$ cat src/rtl/mac_slot_sched_n_if.sv
// Purpose : command/status bundle between the reader-side decoder and the slotted tag MAC.
// Latency : pure wiring, no storage.
// Backpressure: none; every signal is level-sampled on MAC ticks by the scheduler.
// Ports (slave = scheduler side):
//   in  ord, ctg, cur_flag, cur_rand, cur_scheme, data_size_in
//   out sending, head, datacmd, working, no_slot, slot_sel
interface mac_slot_sched_n_if #(
    parameter int N_SLOTS = 8,
    parameter int LEN_W   = 6,
    parameter int RAND_W  = 24,
    parameter int SIZE_W  = 16
);
    localparam int SEL_W = (N_SLOTS > 1) ? $clog2(N_SLOTS) : 1;

    logic [1:0]               ord;
    logic [1:0]               ctg;
    logic [N_SLOTS-1:0]       cur_flag;
    logic [RAND_W-1:0]        cur_rand;
    logic [N_SLOTS*LEN_W-1:0] cur_scheme;
    logic [SIZE_W-1:0]        data_size_in;

    logic                     sending;
    logic                     head;
    logic                     datacmd;
    logic                     working;
    logic                     no_slot;
    logic [SEL_W-1:0]         slot_sel;

    modport master (
        output ord, ctg, cur_flag, cur_rand, cur_scheme, data_size_in,
        input  sending, head, datacmd, working, no_slot, slot_sel
    );

    modport slave (
        input  ord, ctg, cur_flag, cur_rand, cur_scheme, data_size_in,
        output sending, head, datacmd, working, no_slot, slot_sel
    );
endinterface

$ cat src/rtl/mac_slot_sched_n.sv
// Purpose : tag-side N-slot MAC scheduler: decodes beacon/scheme/heartbeat, picks a random
//           free slot and sequences header/data strobes for the backscatter modulator.
// Latency : everything advances once per MAC tick (CLK_DIV clocks); outputs are registered.
// Backpressure: none; commands are taken on an ord change while idle, ignored while busy.
// Ports:
//   clock, reset (async, active low)
//   bus.slave : ord/ctg command, cur_flag/cur_rand/cur_scheme/data_size_in context,
//               sending/head/datacmd strobes, working/no_slot/slot_sel status
module mac_slot_sched_n #(
    parameter int              N_SLOTS  = 8,
    parameter int              LEN_W    = 6,
    parameter int              ADDR_W   = 3,
    parameter logic [ADDR_W-1:0] MAC_ADDR = '0,
    parameter int              SIZE_W   = 16,
    parameter int              RAND_W   = 24,
    parameter int              CLK_DIV  = 50,
    parameter int              BCN_SLOT = 20,
    parameter int              BCN_WIN  = 160,
    parameter int              SCH_WIN  = 576
) (
    input logic               clock,
    input logic               reset,
    mac_slot_sched_n_if.slave bus
);
    localparam int SEL_W = (N_SLOTS > 1) ? $clog2(N_SLOTS) : 1;
    localparam int CNT_W = 10;
    localparam int DL_W  = LEN_W + 3;
    localparam int HB_W  = 1 + ADDR_W + SIZE_W;
    localparam int BC_W  = $clog2(HB_W + 1);
    localparam int DIV_W = (CLK_DIV > 1) ? $clog2(CLK_DIV) : 1;

    localparam logic [DIV_W-1:0] DIV_LAST   = DIV_W'(CLK_DIV - 1);
    localparam logic [SEL_W-1:0] SLOT_LAST  = SEL_W'(N_SLOTS - 1);
    localparam logic [CNT_W-1:0] CNT_MAX    = '1;
    localparam logic [CNT_W-1:0] BCN_SLOT_C = CNT_W'(BCN_SLOT);
    localparam logic [CNT_W-1:0] BCN_WIN_C  = CNT_W'(BCN_WIN);
    localparam logic [CNT_W-1:0] SCH_WIN_C  = CNT_W'(SCH_WIN);
    localparam logic [BC_W-1:0]  HLEN_BCN   = BC_W'(HB_W);
    localparam logic [BC_W-1:0]  HLEN_SCH   = BC_W'(1 + ADDR_W);

    typedef enum logic [3:0] {
        S_AWAIT_BCN,
        S_SCAN,
        S_PICK,
        S_WAIT,
        S_TX,
        S_GUARD,
        S_AWAIT_SCH,
        S_CALC,
        S_AWAIT_HB
    } state_t;

    state_t              state;
    logic [DIV_W-1:0]    div;
    logic [1:0]          memo;
    logic                is_sch;      // current window belongs to a scheme command
    logic [N_SLOTS-1:0]  flag_q;
    logic [3:0]          rd;
    logic [SIZE_W-1:0]   size_q;
    logic [SEL_W-1:0]    ptr;         // slot walker shared by SCAN, PICK and CALC
    logic [SEL_W:0]      free_cnt;
    logic [CNT_W-1:0]    counter;     // window counter, zeroed on WAIT entry
    logic [CNT_W-1:0]    start_q;     // TX start offset inside the window
    logic [DL_W-1:0]     dlen;
    logic [DL_W-1:0]     cursor;
    logic [SIZE_W-1:0]   data_sent;
    logic [HB_W-1:0]     sh;          // header shift register, MSB goes out first
    logic [BC_W-1:0]     bcnt;

    logic                sending_q;
    logic                head_q;
    logic                datacmd_q;
    logic                working_q;
    logic                no_slot_q;
    logic [SEL_W-1:0]    slot_q;

    // ---------------------------------------------------------------- helpers
    logic                tick;
    logic                accept;
    logic [SEL_W:0]      free_total;
    logic [LEN_W-1:0]    len_k;
    logic [15:0]         sum_ext;
    logic [CNT_W-1:0]    sum_sat;
    logic [CNT_W-1:0]    win;
    logic                win_hit;
    logic [CNT_W-1:0]    cnt_inc;
    logic [BC_W-1:0]     hlen;
    logic [SEL_W-1:0]    ptr_next;
    state_t              exit_state;
    logic                unused_rand;

    assign tick       = (div == DIV_LAST);
    assign accept     = (bus.ord != memo);
    // SCAN decides on the last slot in the same tick, so fold that slot in here.
    assign free_total = free_cnt + {{SEL_W{1'b0}}, ~flag_q[ptr]};
    assign len_k      = bus.cur_scheme[int'(ptr)*LEN_W +: LEN_W];
    assign sum_ext    = {6'd0, start_q} + {{(13-LEN_W){1'b0}}, len_k, 3'b000};
    // A saturated offset exceeds the scheme window, so such a slot never transmits.
    assign sum_sat    = (sum_ext > 16'd1023) ? CNT_MAX : sum_ext[CNT_W-1:0];
    assign win        = is_sch ? SCH_WIN_C : BCN_WIN_C;
    assign win_hit    = (counter >= win);
    assign cnt_inc    = (counter == CNT_MAX) ? counter : counter + 1'b1;
    assign hlen       = is_sch ? HLEN_SCH : HLEN_BCN;
    assign ptr_next   = (ptr == SLOT_LAST) ? '0 : ptr + 1'b1;
    assign exit_state = is_sch ? S_AWAIT_HB : S_AWAIT_SCH;
    // Only rand[3:0] seeds the pick; the rest of the word is deliberately ignored.
    assign unused_rand = ^bus.cur_rand;

    assign bus.sending  = sending_q;
    assign bus.head     = head_q;
    assign bus.datacmd  = datacmd_q;
    assign bus.working  = working_q;
    assign bus.no_slot  = no_slot_q;
    assign bus.slot_sel = slot_q;

    // ---------------------------------------------------------------- FSM
    always_ff @(posedge clock or negedge reset) begin
        if (!reset) begin
            state     <= S_AWAIT_BCN;
            div       <= '0;
            memo      <= '0;
            is_sch    <= 1'b0;
            flag_q    <= '0;
            rd        <= '0;
            size_q    <= '0;
            ptr       <= '0;
            free_cnt  <= '0;
            counter   <= '0;
            start_q   <= '0;
            dlen      <= '0;
            cursor    <= '0;
            data_sent <= '0;
            sh        <= '0;
            bcnt      <= '0;
            sending_q <= 1'b0;
            head_q    <= 1'b0;
            datacmd_q <= 1'b0;
            working_q <= 1'b0;
            no_slot_q <= 1'b0;
            slot_q    <= '0;
        end else begin
            div <= tick ? '0 : div + 1'b1;
            if (tick) begin
                case (state)
                    S_AWAIT_BCN: begin
                        if (accept) begin
                            memo <= bus.ord;
                            if (bus.ctg == 2'b01) begin
                                working_q <= 1'b1;
                                no_slot_q <= 1'b0;
                                flag_q    <= bus.cur_flag;
                                rd        <= bus.cur_rand[3:0];
                                size_q    <= bus.data_size_in;
                                is_sch    <= 1'b0;
                                counter   <= '0;
                                ptr       <= '0;
                                free_cnt  <= '0;
                                state     <= S_SCAN;
                            end
                        end
                    end

                    S_SCAN: begin
                        free_cnt <= free_total;
                        ptr      <= ptr_next;
                        if (ptr == SLOT_LAST) begin
                            if (free_total == '0) begin
                                no_slot_q <= 1'b1;
                                working_q <= 1'b0;
                                state     <= S_AWAIT_BCN;
                            end else begin
                                state <= S_PICK;
                            end
                        end
                    end

                    // Walk free slots cyclically; rd counts down once per free slot passed.
                    S_PICK: begin
                        ptr <= ptr_next;
                        if (!flag_q[ptr]) begin
                            if (rd == 4'd0) begin
                                slot_q  <= ptr;
                                start_q <= CNT_W'(ptr) * BCN_SLOT_C;
                                counter <= '0;
                                sh      <= {1'b0, MAC_ADDR, size_q};
                                state   <= S_WAIT;
                            end else begin
                                rd <= rd - 1'b1;
                            end
                        end
                    end

                    // The first header bit goes out on the tick that finds counter==start_q.
                    S_WAIT: begin
                        if (win_hit) begin
                            working_q <= 1'b0;
                            state     <= exit_state;
                        end else begin
                            counter <= cnt_inc;
                            if (counter == start_q) begin
                                head_q    <= sh[HB_W-1];
                                sh        <= sh << 1;
                                bcnt      <= BC_W'(1);
                                sending_q <= 1'b1;
                                datacmd_q <= 1'b0;
                                state     <= S_TX;
                            end
                        end
                    end

                    S_TX: begin
                        counter <= cnt_inc;
                        if (bcnt < hlen) begin
                            head_q <= sh[HB_W-1];
                            sh     <= sh << 1;
                            bcnt   <= bcnt + 1'b1;
                        end else if (is_sch && (cursor < dlen)) begin
                            // Data phase: strobe while payload remains, idle filler after.
                            cursor    <= cursor + 1'b1;
                            datacmd_q <= 1'b1;
                            if (data_sent < size_q) begin
                                sending_q <= 1'b1;
                                data_sent <= data_sent + 1'b1;
                            end else begin
                                sending_q <= 1'b0;
                            end
                        end else begin
                            sending_q <= 1'b0;
                            datacmd_q <= 1'b0;
                            // TX overran the window: leave now instead of guarding.
                            if (win_hit) begin
                                working_q <= 1'b0;
                                state     <= exit_state;
                            end else begin
                                state <= S_GUARD;
                            end
                        end
                    end

                    S_GUARD: begin
                        if (win_hit) begin
                            working_q <= 1'b0;
                            state     <= exit_state;
                        end else begin
                            counter <= cnt_inc;
                        end
                    end

                    S_AWAIT_SCH: begin
                        if (accept) begin
                            memo <= bus.ord;
                            if (bus.ctg == 2'b10) begin
                                working_q <= 1'b1;
                                is_sch    <= 1'b1;
                                ptr       <= '0;
                                start_q   <= '0;
                                dlen      <= '0;
                                cursor    <= '0;
                                state     <= S_CALC;
                            end
                        end
                    end

                    // One slot per tick: accumulate lengths before our slot, grab our own.
                    S_CALC: begin
                        ptr <= ptr_next;
                        if (ptr < slot_q) begin
                            start_q <= sum_sat;
                        end
                        if (ptr == slot_q) begin
                            dlen <= {len_k, 3'b000};
                        end
                        if (ptr == SLOT_LAST) begin
                            counter <= '0;
                            sh      <= {1'b1, MAC_ADDR, {SIZE_W{1'b0}}};
                            state   <= S_WAIT;
                        end
                    end

                    // Heartbeat has no window of its own, so working stays low here.
                    S_AWAIT_HB: begin
                        if (accept) begin
                            memo <= bus.ord;
                            if (bus.ctg == 2'b11) begin
                                if (data_sent == size_q) begin
                                    data_sent <= '0;
                                end
                                state <= S_AWAIT_BCN;
                            end
                        end
                    end

                    default: state <= S_AWAIT_BCN;
                endcase
            end
        end
    end
endmodule

$ cat src/flat_wrapper.sv
// flat-port wrapper written by rule: the top's interface ports become plain ports
module mac_slot_sched_n_flat 
#(
    parameter int              N_SLOTS  = 8,
    parameter int              LEN_W    = 6,
    parameter int              ADDR_W   = 3,
    parameter logic [ADDR_W-1:0] MAC_ADDR = '0,
    parameter int              SIZE_W   = 16,
    parameter int              RAND_W   = 24,
    parameter int              CLK_DIV  = 50,
    parameter int              BCN_SLOT = 20,
    parameter int              BCN_WIN  = 160,
    parameter int              SCH_WIN  = 576
)
  (clock, reset, bus_ord, bus_ctg, bus_cur_flag, bus_cur_rand, bus_cur_scheme, bus_data_size_in, bus_sending, bus_head, bus_datacmd, bus_working, bus_no_slot, bus_slot_sel);
  mac_slot_sched_n_if #(.N_SLOTS(N_SLOTS), .LEN_W(LEN_W), .RAND_W(RAND_W), .SIZE_W(SIZE_W)) bus_i ();
  input logic clock;
  input logic reset;
  input wire logic [$bits(bus_i.ord)-1:0] bus_ord;
  input wire logic [$bits(bus_i.ctg)-1:0] bus_ctg;
  input wire logic [$bits(bus_i.cur_flag)-1:0] bus_cur_flag;
  input wire logic [$bits(bus_i.cur_rand)-1:0] bus_cur_rand;
  input wire logic [$bits(bus_i.cur_scheme)-1:0] bus_cur_scheme;
  input wire logic [$bits(bus_i.data_size_in)-1:0] bus_data_size_in;
  output wire logic [$bits(bus_i.sending)-1:0] bus_sending;
  output wire logic [$bits(bus_i.head)-1:0] bus_head;
  output wire logic [$bits(bus_i.datacmd)-1:0] bus_datacmd;
  output wire logic [$bits(bus_i.working)-1:0] bus_working;
  output wire logic [$bits(bus_i.no_slot)-1:0] bus_no_slot;
  output wire logic [$bits(bus_i.slot_sel)-1:0] bus_slot_sel;
  assign bus_i.ord = bus_ord;
  assign bus_i.ctg = bus_ctg;
  assign bus_i.cur_flag = bus_cur_flag;
  assign bus_i.cur_rand = bus_cur_rand;
  assign bus_i.cur_scheme = bus_cur_scheme;
  assign bus_i.data_size_in = bus_data_size_in;
  assign bus_sending = bus_i.sending;
  assign bus_head = bus_i.head;
  assign bus_datacmd = bus_i.datacmd;
  assign bus_working = bus_i.working;
  assign bus_no_slot = bus_i.no_slot;
  assign bus_slot_sel = bus_i.slot_sel;
  mac_slot_sched_n #(.N_SLOTS(N_SLOTS), .LEN_W(LEN_W), .ADDR_W(ADDR_W), .MAC_ADDR(MAC_ADDR), .SIZE_W(SIZE_W), .RAND_W(RAND_W), .CLK_DIV(CLK_DIV), .BCN_SLOT(BCN_SLOT), .BCN_WIN(BCN_WIN), .SCH_WIN(SCH_WIN)) u_core (.clock(clock), .reset(reset), .bus(bus_i));
endmodule
$ cat config.mk
export PLATFORM = sky130hd
export DESIGN_NAME = mac_slot_sched_n_flat
export DESIGN_NICKNAME = d
export VERILOG_FILES = /design/src/rtl/mac_slot_sched_n_if.sv /design/src/rtl/mac_slot_sched_n.sv /design/src/flat_wrapper.sv
export SDC_FILE = /design/constraint.sdc
export NUM_CORES = 1
export LEC_CHECK = 0
export BUFFER_PORTS_ARGS = -buffer_cell sky130_fd_sc_hd__buf_4
export CAP_MARGIN = 30
export CORE_ASPECT_RATIO = 1.5
export CORE_UTILIZATION = 55
export CTS_CLUSTER_DIAMETER = 80
export DETAILED_ROUTE_END_ITERATION = 16
export PLACE_DENSITY = 0.85
export SLEW_MARGIN = 25
export SYNTH_ARGS = -nofsm -noshare
export SYNTH_HDL_FRONTEND = slang
export SYNTH_SLANG_ARGS = --single-unit
$ cat constraint.sdc
create_clock -name clock -period 3.7 [get_ports clock]
set_input_delay 0.74 -clock clock [delete_from_list [all_inputs] [get_ports clock]]
set_output_delay 0.74 -clock clock [all_outputs]
set_load 0.05 [all_outputs]
# [Yosys cells after proc, flatten, opt, wreduce, memory -nomap -nowiden]
# Cells that the tools add are included.
[op_classes] div=0 eq_ne=43 reduce_logical=37 n_addsub=9 multipliers=2 order_cmp=7 bitwise=1 shift=1 muxes=109
[op_table] op="$mux W10" n=14
[op_table] op="$mux W20" n=6
[op_table] op="$mux W16" n=6
[op_table] op="$mux W4" n=23
[op_table] op="$pmux W20 S4" n=1
[op_table] op="$pmux W10 S5" n=1
[op_table] op="$shiftx A48 B32 Y6" n=1
[op_table] op="$mux W9" n=5
[op_table] op="$ne A2 B1 Y1 const B" n=18
[op_table] op="$pmux W4 S9" n=1
[op_table] op="$pmux W9 S2" n=2
[op_table] op="$pmux W16 S2" n=1
[op_table] op="$pmux W10 S3" n=1
[op_table] op="$reduce_and A6 Y1" n=5
[op_table] op="$mux W1" n=26
[op_table] op="$reduce_and A8 Y1" n=3
[op_table] op="$mux W5" n=4
[op_table] op="$add A16 B1 Y16 const B" n=1
[op_table] op="$eq A16 B16 Y1" n=1
[op_table] op="$eq A4 B3 Y1 const B" n=4
[op_table] op="$gt A16 B10 Y1 const B" n=1
[op_table] op="$lt A16 B16 Y1" n=1
[op_table] op="$pmux W4 S2" n=2
[op_table] op="$mux W3" n=5
[op_table] op="other kinds (50)" n=76
[totals] memories=0 rom_bits=0 output_inout_bits=8 inputBits=102 reg_bits=135 latch_bits=0 ramBits=0 word_cells=231

# [Longest topological paths before layout]
# Gate-level depths: netlist of the first run.
[depth] ltp_word=8 depth_mapped=12 mapped_depth_nobuf=11

# [Least setup slack after synthesis of the first run]
# No wires, ideal clock.
[synth_timing] path_type="register to register" startpoint="register u_core.ptr[0]" endpoint="register u_core.start_q[9]" required_time_ns=3.606 path_stages_with_launch=13 setup_time_ns=0.094 path_slack_ns=0.384 path_buffers=2 t_arrival_ns=3.222 cell_sequence="dfrtp_1 clkbuf_1 clkbuf_1 mux4_2 nand2_1 nand2_1 fa_1 a21o_1 a21oi_1 o21ai_0 nand3b_1 nor3_1 a211oi_1"
[synth_between] elab_chain_len=7 elab_cells_between_ends=13 cone_classes="add/sub (1); mul (1); order compare (2); eq/ne (2); shift (1); mux (5); reduce/logical (1)"
[synth_rtl] item="start: declaration" line="mac_slot_sched_n.sv:60" source="logic [SEL_W-1:0] ptr;"
[synth_rtl] item="start signal: assignment" line="mac_slot_sched_n.sv:165" source="ptr <= ptr_next;"
[synth_rtl] item="start signal: assignment" line="mac_slot_sched_n.sv:179" source="ptr <= ptr_next;"
[synth_rtl] item="start signal: assignment" line="mac_slot_sched_n.sv:266" source="ptr <= ptr_next;"
[synth_rtl] item="$mul A3 B2 Y5" line="mac_slot_sched_n.sv:96" source="assign len_k = bus.cur_scheme[int'(ptr)*LEN_W +: LEN_W];"
[synth_rtl] item="$shiftx A48 B32 Y6" line="mac_slot_sched_n.sv:96"
[synth_rtl] item="$add A10 B9 Y11" line="mac_slot_sched_n.sv:97" source="assign sum_ext = {6'd0, start_q} + {{(13-LEN_W){1'b0}}, len_k, 3'b000};"
[synth_rtl] item="$gt A16 B10 Y1" line="mac_slot_sched_n.sv:99" source="assign sum_sat = (sum_ext > 16'd1023) ? CNT_MAX : sum_ext[CNT_W-1:0];"
[synth_rtl] item="$mux W10" line="mac_slot_sched_n.sv:99"
[synth_rtl] item="$mux W10" line="mac_slot_sched_n.sv:267" source="if (ptr < slot_q) begin"
[synth_rtl] item="$pmux W10 S3" line="mac_slot_sched_n.sv:144" source="case (state)"
[synth_rtl] item="end signal: assignment" line="mac_slot_sched_n.sv:183" source="start_q <= CNT_W'(ptr) * BCN_SLOT_C;"
[synth_rtl] item="end signal: assignment" line="mac_slot_sched_n.sv:268" source="start_q <= sum_sat;"
[synth_rtl] item="end: declaration" line="mac_slot_sched_n.sv:63" source="logic [CNT_W-1:0] start_q;"
# Parallel ways exist; a longest one is shown, timed or not. The select of a mux whose other input is x is not followed.
# A chain may end at the register's enable or synchronous reset.

# [Worst setup path in the final report of the first run]
[layout_timing] startpoint="register u_core.ptr[0]" endpoint="register u_core.start_q[8]"
# Same word-level chain as after synthesis.

==> results of run 1 <==
==> registers in the layout, indices dropped and copies added (netlist names) <==
register	flops
u_core.counter	10
u_core.size_q	16
u_core.cursor	9
u_core.is_sch	1
u_core.div	6
u_core.start_q	9
u_core.sh	20
u_core.dlen	6
u_core.rd	4
u_core.bus.no_slot	1
u_core.bus.slot_sel	3
u_core.memo	2
u_core.bus.sending	1
u_core.flag_q	8
u_core.data_sent	16
u_core.bus.working	1
u_core.ptr	3
u_core.bus.head	1
u_core.state	4
u_core.bcnt	5
u_core.bus.datacmd	1
u_core.free_cnt	4
==> cell families (layout without fill, tap and decap cells) <==
| kind of cell | Yosys count | after routing | synth area share |
|---|---|---|---|
| flip-flops | 131 | 131 | 0.388 |
| adder cells (fa/ha/maj) | 51 | 51 | 0.0764 |
| AO/OA/AOI/OAI | 208 | 208 | 0.171 |
| XOR/XNOR | 27 | 27 | 0.0280 |
| AND/OR/NAND/NOR | 289 | 289 | 0.171 |
| buffers and inverters | 97 | 201 | 0.0449 |
| multiplexers | 81 | 81 | 0.121 |
==> layer usage <==
layer  global-route usage  wire length (um)  up-vias
met5                    0                 0        -
met4                0.160              1060        0
met3               0.0532              1020       77
met2                0.507             11700      279
met1                0.347              8280     3634
li1                     -                 -     3460
==> Yosys cell counts, types with 20 or more instances <==
cell type,n
sky130_fd_sc_hd__inv_1,54
sky130_fd_sc_hd__mux2_1,20
sky130_fd_sc_hd__dfrtp_1,131
sky130_fd_sc_hd__o21ai_0,28
sky130_fd_sc_hd__clkbuf_1,36
sky130_fd_sc_hd__nor2_1,47
sky130_fd_sc_hd__nand2_1,99
sky130_fd_sc_hd__nand3_1,42
sky130_fd_sc_hd__a21oi_1,34
sky130_fd_sc_hd__o31ai_1,29
sky130_fd_sc_hd__mux2i_1,22
sky130_fd_sc_hd__mux2_2,27
sky130_fd_sc_hd__ha_1,50
==> final timing paths <==
path	startpoint	endpoint	slack, ns	cells after the start
max	u_core.ptr[0]	u_core.start_q[8]	0.48	11
min	reset	u_core.rd[3]	0.33	1
max reg2reg	u_core.ptr[0]	u_core.start_q[8]	0.48	11
min reg2reg	u_core.sh[19]	u_core.bus.head	0.48	1
max in group asynchronous	reset	u_core.data_sent[1]	2.50	2
min in group clock	u_core.sh[19]	u_core.bus.head	0.48	1
==> worst register-to-register path: stages (launching register included) <==
cell	delay, ns
sky130_fd_sc_hd__dfrtp_1	0.75
sky130_fd_sc_hd__buf_4	0.31
sky130_fd_sc_hd__mux4_2	0.52
sky130_fd_sc_hd__nand2_1	0.08
sky130_fd_sc_hd__nand2_1	0.10
sky130_fd_sc_hd__ha_1	0.35
sky130_fd_sc_hd__nor2_1	0.08
sky130_fd_sc_hd__nor2b_1	0.11
sky130_fd_sc_hd__o21ai_0	0.08
sky130_fd_sc_hd__a21oi_1	0.28
sky130_fd_sc_hd__nand3_1	0.28
sky130_fd_sc_hd__o211ai_1	0.20
==> power breakdown <==
part / internal, mW / total, mW / switching [mW]
Sequential: 1.43 / 1.43 / 0.00149
Combinational: 0.0791 / 0.145 / 0.0663
Clock: 0.948 / 1.67 / 0.718
==> layout make-up <==
class,count,area [um^2]
Sequential cell,131,3280
Timing Repair Buffer,115,867
Clock buffer,18,429
Inverter,54,203
Tap cell,199,249
Clock inverter,14,148
Multi-Input combinational cell,656,4810
Fill cell,1073,5090
==> through the flow <==
stage	instances	area [um^2]
finish	1187	9980
CTS	1187	9970
floorplan	884	8450
detailed placement	1155	9390
global route	1187	9980
global placement	1155	9390
==> results.md, run 1 <==
Detailed routing:
- The average vias per placed instance is 6.28.
- The count of nets left with antenna violations once routing finished came out at 0.
- The detail-routed net length per standard cell is 18.6 um.
- The first routing iteration left 523 violations.
- The first-pass detailed-route iteration total is 4.
- For this block, the routed nets add up to 22100 um of wire.
- The DRC violation count after routing is 0.
- The routed via count is 7450.

Timing:
- The final critical delay including setup and external delays is 3.22 ns.
- The worst slack on hold paths is 0.327 ns.
- Clock skew on the completed layout was measured at 0.0111 ns.
- Timing would allow up to 311 MHz.
- The headroom to the max-slew limit is 0.464.
- In the post-route analysis, the smallest setup slack over all paths is 0.479 ns.
- For the final routed database, the setup TNS stands at 0 ns.
- The number of slew-limit violations in the final report came to 0.
- Setup repair after global routing left no endpoint under its margin.
- The final-report hold violation count was 0.
- Setup violations remaining at the end of the flow were counted as 0.
- For the pin with the worst max-slew slack, the measured transition is 0.799 ns.
- In the finished design, the share of the clock period the worst path needs comes to 0.870.

GRT:
- After global routing the overflow that remains totals 0.
- The number of antenna violations at the first check in global routing is 0.
- Entering global routing, the biggest net connects 80 pins.
- In the global route stage, overall resource usage came out at 0.297.
- The via count of the first global-routing pass is 7439.
- The first-pass GRT wire length is 36200 um.

Worst hold path:
- The tightest min-delay check is of the primary input to asynchronous set/reset pin type.

Clocking:
- The cell at the root of the clock tree is sky130_fd_sc_hd__clkbuf_16.
- The latest clock arrival within the worst-skew pair is 0.43 ns.
- Buffers inserted during clock tree synthesis total 17.
- Post-CTS timing repair inserted 0 buffers for setup.
- The CTS tree is built.
- The register clock-pin slew on the reported worst setup and hold paths is 0.06 ns.
- CTS saw 131 sinks.
- The count of hold buffers inserted by post-cts repair is 0.
- The total of cells resized after clock tree synthesis is 0.
- The longest clock path from root to sink contains 2 buffers.
- The maximum level of the CTS H-tree is 4.

Placed design:
- The total of buffers placed on input and output ports is 89.
- The worst setup timing slack at the placement stage is 0.487 ns.
- The HPWL reported at the end of detailed placement is 16000 um.
- The congestion estimate from routability-driven global placement came to 0.956.

Floorplan:
- For this configuration, the core starts out at a cell density of 0.560.
- In this run the horizontal extent of the chip is 103 um.
- The overall die height is 154 um.
- The core outline area is 0.0151 mm^2.
- The total I/O pin count is 110.
- The die area is 0.0159 mm^2.
- The count of standard-cell rows is 55.

Yosys:
- The sequential fraction of the synthesis area is 0.388.
- The cell type with the highest aggregate area in the netlist is sky130_fd_sc_hd__dfrtp_1.
- The area share of the largest cell type after synthesis is 0.388.
- For this run, the leading register cell type out of synthesis is sky130_fd_sc_hd__dfrtp_1.
- The netlist area before placement is 0.00845 mm^2.
- In this run, distinct cell masters in the synthesized netlist total 69.
- The total of flip-flops plus latches after synthesis is 131.
- The post-synthesis area per instance is 9.56 um^2.
- Counting every instance in the synthesized netlist gives 884.
- During synthesis, Yosys emitted a total of 0 warnings.
- In this run, synthesis inferred 0 flip-flops with an integrated enable.
- The net count after synthesis is 1037.
- Yosys attributes the largest share of cell area to sky130_fd_sc_hd__dfrtp_1 39%, sky130_fd_sc_hd__ha_1 7.4%, sky130_fd_sc_hd__nand2_1 4.4%.
- The fraction of registers with async set/reset is 1.00.

Pwr:
- The peak ir drop on the vdd network is 0.286 mV.
- The leakage power is 4.72 nW.
- Power comes to 3.25 mW.
- For this design the ratio of total power to cell area is 325 mW/mm^2.

Setup path:
- The most frequent cell on the critical path is sky130_fd_sc_hd__nand2_1.
- The setup path with the least slack is of type flip-flop to flip-flop.
- The type of element launching the critical path is a flip-flop.
- The data arrival time at the worst-slack endpoint is 3.56 ns.
- In this design, the stage delay of the slowest critical-path cell is 0.75 ns.
- The number of buffer and inverter instances along the worst setup path is 1.
- Traced cell by cell, the critical path runs through buf_4 > mux4_2 > nand2_1 > nand2_1 > ha_1 > nor2_1 > nor2b_1 > o21ai_0 > a21oi_1 > nand3_1 > o211ai_1.
- The required arrival time at the worst endpoint is 4.04 ns.
- The endpoint kind of the worst setup timing path is a flip-flop.
- For this design, the slowest cell found on the critical path is sky130_fd_sc_hd__dfrtp_1.
- Along the worst path, the maximum fanout reaches 13.
- Among cell families on the critical path, the largest total delay comes from flip-flops.

Finish:
- The fraction of layout cells with a size suffix above 1 is 0.199.
- At the end of the flow the core is filled with cells to 0.662.
- The number of nets in the layout is 1128.
- The leading cell type in the layout, fill and taps excluded is sky130_fd_sc_hd__dfrtp_1.
- In the layout the commonest cells are 131 x sky130_fd_sc_hd__dfrtp_1, 114 x sky130_fd_sc_hd__buf_4, 99 x sky130_fd_sc_hd__nand2_1.
- 0 antenna diodes ended up in the layout.
- Compared with the post-synthesis result, the final layout area differs by 18.1%.

Outcome:
- The flow ran to the end, and the final reports show no timing, DRC or antenna violations.

Flow run:
- Across the run, the number of max-cap violations was 0.
Note: power is estimated with default switching activity, not from simulation.
==> inputs of run 2 (changes only) <==
Clock period 3.7 ns to 3.1 ns, I/O delays scaled along.
==> run 2 against run 1 <==
Against the previous run:
- routed wire length up 2.9%
- non-clock buffer count up 15
- die area unchanged
- global-route usage up 1.1 points
- final area up 1.4%
- sequential share of layout area down 0.42 points
- critical endpoint is now u_core.bus.working
- core utilization up 0.93 points
- power up 16%
- count of clock-buffer cells in the layout up 1
- final cell count up 1.3%
==> results.md, run 2 (synthesized netlist as in run 1, its figures left out) <==
Outcome:
- The run finished with clean final reports.

GRT:
- The aggregate global-route resource usage is 0.308 (+0.0108).
- The global route total overflow is 0 (unchanged).
- The via count of the first global-routing pass is 7580 (+1.9%).
- The number of antenna violations at the first check in global routing is 0 (unchanged).
- The first-pass GRT wire length is 37400 um (+3.3%).
- The maximum number of pins on one net before global-route repair is 70 (-13%).

Setup path:
- The maximum fanout along the worst path came to 8 (-5).
- The type of the worst setup path is flip-flop to flip-flop.
- The required arrival time at the worst endpoint is 3.40 ns (-0.64 ns).
- In this run the critical register-to-register path is launched from u_core.ptr[0].
- Tracing the worst setup path back leads to its startpoint at u_core.ptr[0].
- The type of element launching the critical path is a flip-flop.
- The data arrival time at the worst-slack endpoint is 3.19 ns (-0.37 ns).
- STA classifies the critical path endpoint as a flip-flop.
- The minimum setup slack among reg-to-reg paths is 0.21 ns (-0.27 ns).

Finish:
- The number of nets in the layout came to 1143 (+1.3%).
- The largest registers in the layout are u_core.sh (20), u_core.data_sent (16), u_core.size_q (16).
- The count of antenna diodes in the layout is 0 (unchanged).
- The number of flip-flops in the largest register is 20 (unchanged).
- Leaving out fill and tap cells, the most frequent cell in the layout is sky130_fd_sc_hd__dfrtp_1.
- Compared with the post-synthesis result, the final layout area differs by 19.8%.
- The fraction of layout cells with a size suffix above 1 is 0.215 (+0.0160).
- The top cell types in the final layout, fill and taps aside, are 128 x sky130_fd_sc_hd__dfrtp_1, 125 x sky130_fd_sc_hd__buf_4, 99 x sky130_fd_sc_hd__nand2_1.
- More flip-flops sit in one register than any other, and that register is u_core.sh.

Detailed routing:
- The DRC violation count after routing is 0 (unchanged).
- The first-pass detailed-route iteration total was 7 (+3).
- The routed via count is 7537 (+1.2%).
- The count of nets left with antenna violations after detail routing is 0 (unchanged).
- The starting DRC count in detailed routing is 598 (+14%).
- The detail-routed net length per standard cell is 18.9 um (+1.7%).
- The average vias per placed instance came to 6.27 (about the same).
- The final wirelength is 22700 um (+2.9%).

Floorplan:
- The die area is 0.0159 mm^2 (unchanged).
- The starting density of the core is 0.560 (unchanged).
- The count of standard-cell rows is 55 (unchanged).
- The core outline area is 0.0151 mm^2 (unchanged).
- The overall die height was 154 um (unchanged).
- The horizontal die dimension is 103 um (unchanged).
- The total I/O pin count is 110 (unchanged).

Timing:
- The headroom to the max-slew limit is 0.503 (+0.0389).
- The final critical delay including setup and external delays was 2.89 ns (-0.326 ns).
- The final clock skew is 0.0151 ns (+0.00403 ns).
- The part of the cycle the worst path needs is 0.934 (+0.0632).
- The number of slew-limit violations in the final report was 0 (unchanged).
- The maximum frequency from static timing analysis is 345 MHz (+11%).
- The post-route worst setup slack was 0.206 ns (-0.274 ns).
- The measured slew at the worst slew-check pin is 0.746 ns (-0.0535 ns).
- The number of failing setup endpoints in the final timing report is 0 (unchanged).
- The final-report hold violation count is 0 (unchanged).

Placed design:
- The HPWL reported at the end of detailed placement is 16600 um (+3.5%).
- The worst setup timing slack at the placement stage is 0.103 ns (-0.384 ns).
- The total of buffers placed on input and output ports is 89 (unchanged).
- The placer's final routability congestion estimate was 0.966 (+1.0%).

Clocking:
- The maximum level of the CTS H-tree is 4 (unchanged).
- The CTS buffer count came to 17 (unchanged).
- The sink count of the clock tree is 131 (unchanged).
- The count of hold buffers inserted by post-cts repair is 0 (unchanged).
- The CTS tree is built.
- The register clock-pin slew on the reported worst setup and hold paths is 0.07 ns (about the same).
- The cell at the root of the clock tree is sky130_fd_sc_hd__clkbuf_16.
- The deepest clock path buffer count came to 2 (unchanged).
- The latest clock arrival within the worst-skew pair is 0.44 ns (about the same).

Flow run:
- The count of maximum capacitance violations is 0 (unchanged).

Pwr:
- The peak ir drop on the vdd network came to 0.345 mV (+21%).
- The power per standard cell area is 371 mW/mm^2 (+14%).
- The post-route total power is 3.76 mW (+16%).
- The leakage power is 4.78 nW (+1.2%).

Worst hold path:
- The path class of the tightest hold or removal check is primary input to asynchronous set/reset pin.
run 2: cell count changes in the layout (fill, tap and decap cells not counted), moves of 2 or more:
cell	change
sky130_fd_sc_hd__buf_12	+4
sky130_fd_sc_hd__buf_4	+11
sky130_fd_sc_hd__dfrtp_2	+3
sky130_fd_sc_hd__clkinv_4	-3
sky130_fd_sc_hd__clkinvlp_4	+5
sky130_fd_sc_hd__dfrtp_1	-3
sky130_fd_sc_hd__inv_8	-2
run 2: final cells by class:
type | count | area (um^2)
Tap cell | 199 | 249
Multi-Input combinational cell | 656 | 4810
Clock buffer | 19 | 443
Sequential cell | 131 | 3280
Timing Repair Buffer | 130 | 1030
Inverter | 54 | 203
Fill cell | 1115 | 4950
Clock inverter | 13 | 103
run 2: path summary, 6_finish.rpt:
| check | end | depth (start not counted) |
|---|---|---|
| max | u_core.bus.working | 11 |
| min | u_core.state[2] | 1 |
| max reg2reg | u_core.bus.working | 11 |
| min reg2reg | u_core.sh[6] | 1 |
| max in group asynchronous | u_core.sh[0] | 2 |
| min in group clock | u_core.size_q[2] | 2 |
run 2: critical path: stages, from the launching register on:
cell,delay [ns]
sky130_fd_sc_hd__dfrtp_2,0.49
sky130_fd_sc_hd__mux2i_1,0.16
sky130_fd_sc_hd__a22oi_1,0.34
sky130_fd_sc_hd__nand2_1,0.26
sky130_fd_sc_hd__ha_1,0.29
sky130_fd_sc_hd__ha_1,0.23
sky130_fd_sc_hd__xnor2_1,0.13
sky130_fd_sc_hd__o211a_1,0.14
sky130_fd_sc_hd__a21oi_1,0.41
sky130_fd_sc_hd__nor2_1,0.10
sky130_fd_sc_hd__nand4_1,0.11
sky130_fd_sc_hd__o211ai_1,0.10
run 2: power breakdown:
| part | internal [mW] | switching, mW | total [mW] |
|---|---|---|---|
| sequential | 1.71 | 0.00135 | 1.71 |
| clock | 1.05 | 0.817 | 1.87 |
| combinational | 0.0959 | 0.0814 | 0.177 |
run 2: timing repair:
item	CTS	global route
buffers inserted	0	0
setup endpoints to repair	0	25
gates resized for setup	0	6
run 2: layer usage:
layer,wire [um],track usage
met4,1270,0.175
met1,8210,0.345
met2,12100,0.535
met3,1170,0.0582
met5,0,0
run 2: stage by stage:
step | utilization | setup TNS [ns] | hold slack [ns] | cells | instance area [um^2]
after floorplan | - | 0 | 0.324 | 884 | 8450
after global placement | 0.634 | 0 | 0.462 | 1170 | 9560
after detailed placement | 0.634 | 0 | 0.475 | 1170 | 9560
after CTS | 0.670 | 0 | 0.223 | 1202 | 10100
after global routing | 0.671 | -0.0704 | 0.240 | 1202 | 10100
final | 0.671 | 0 | 0.177 | 1202 | 10100
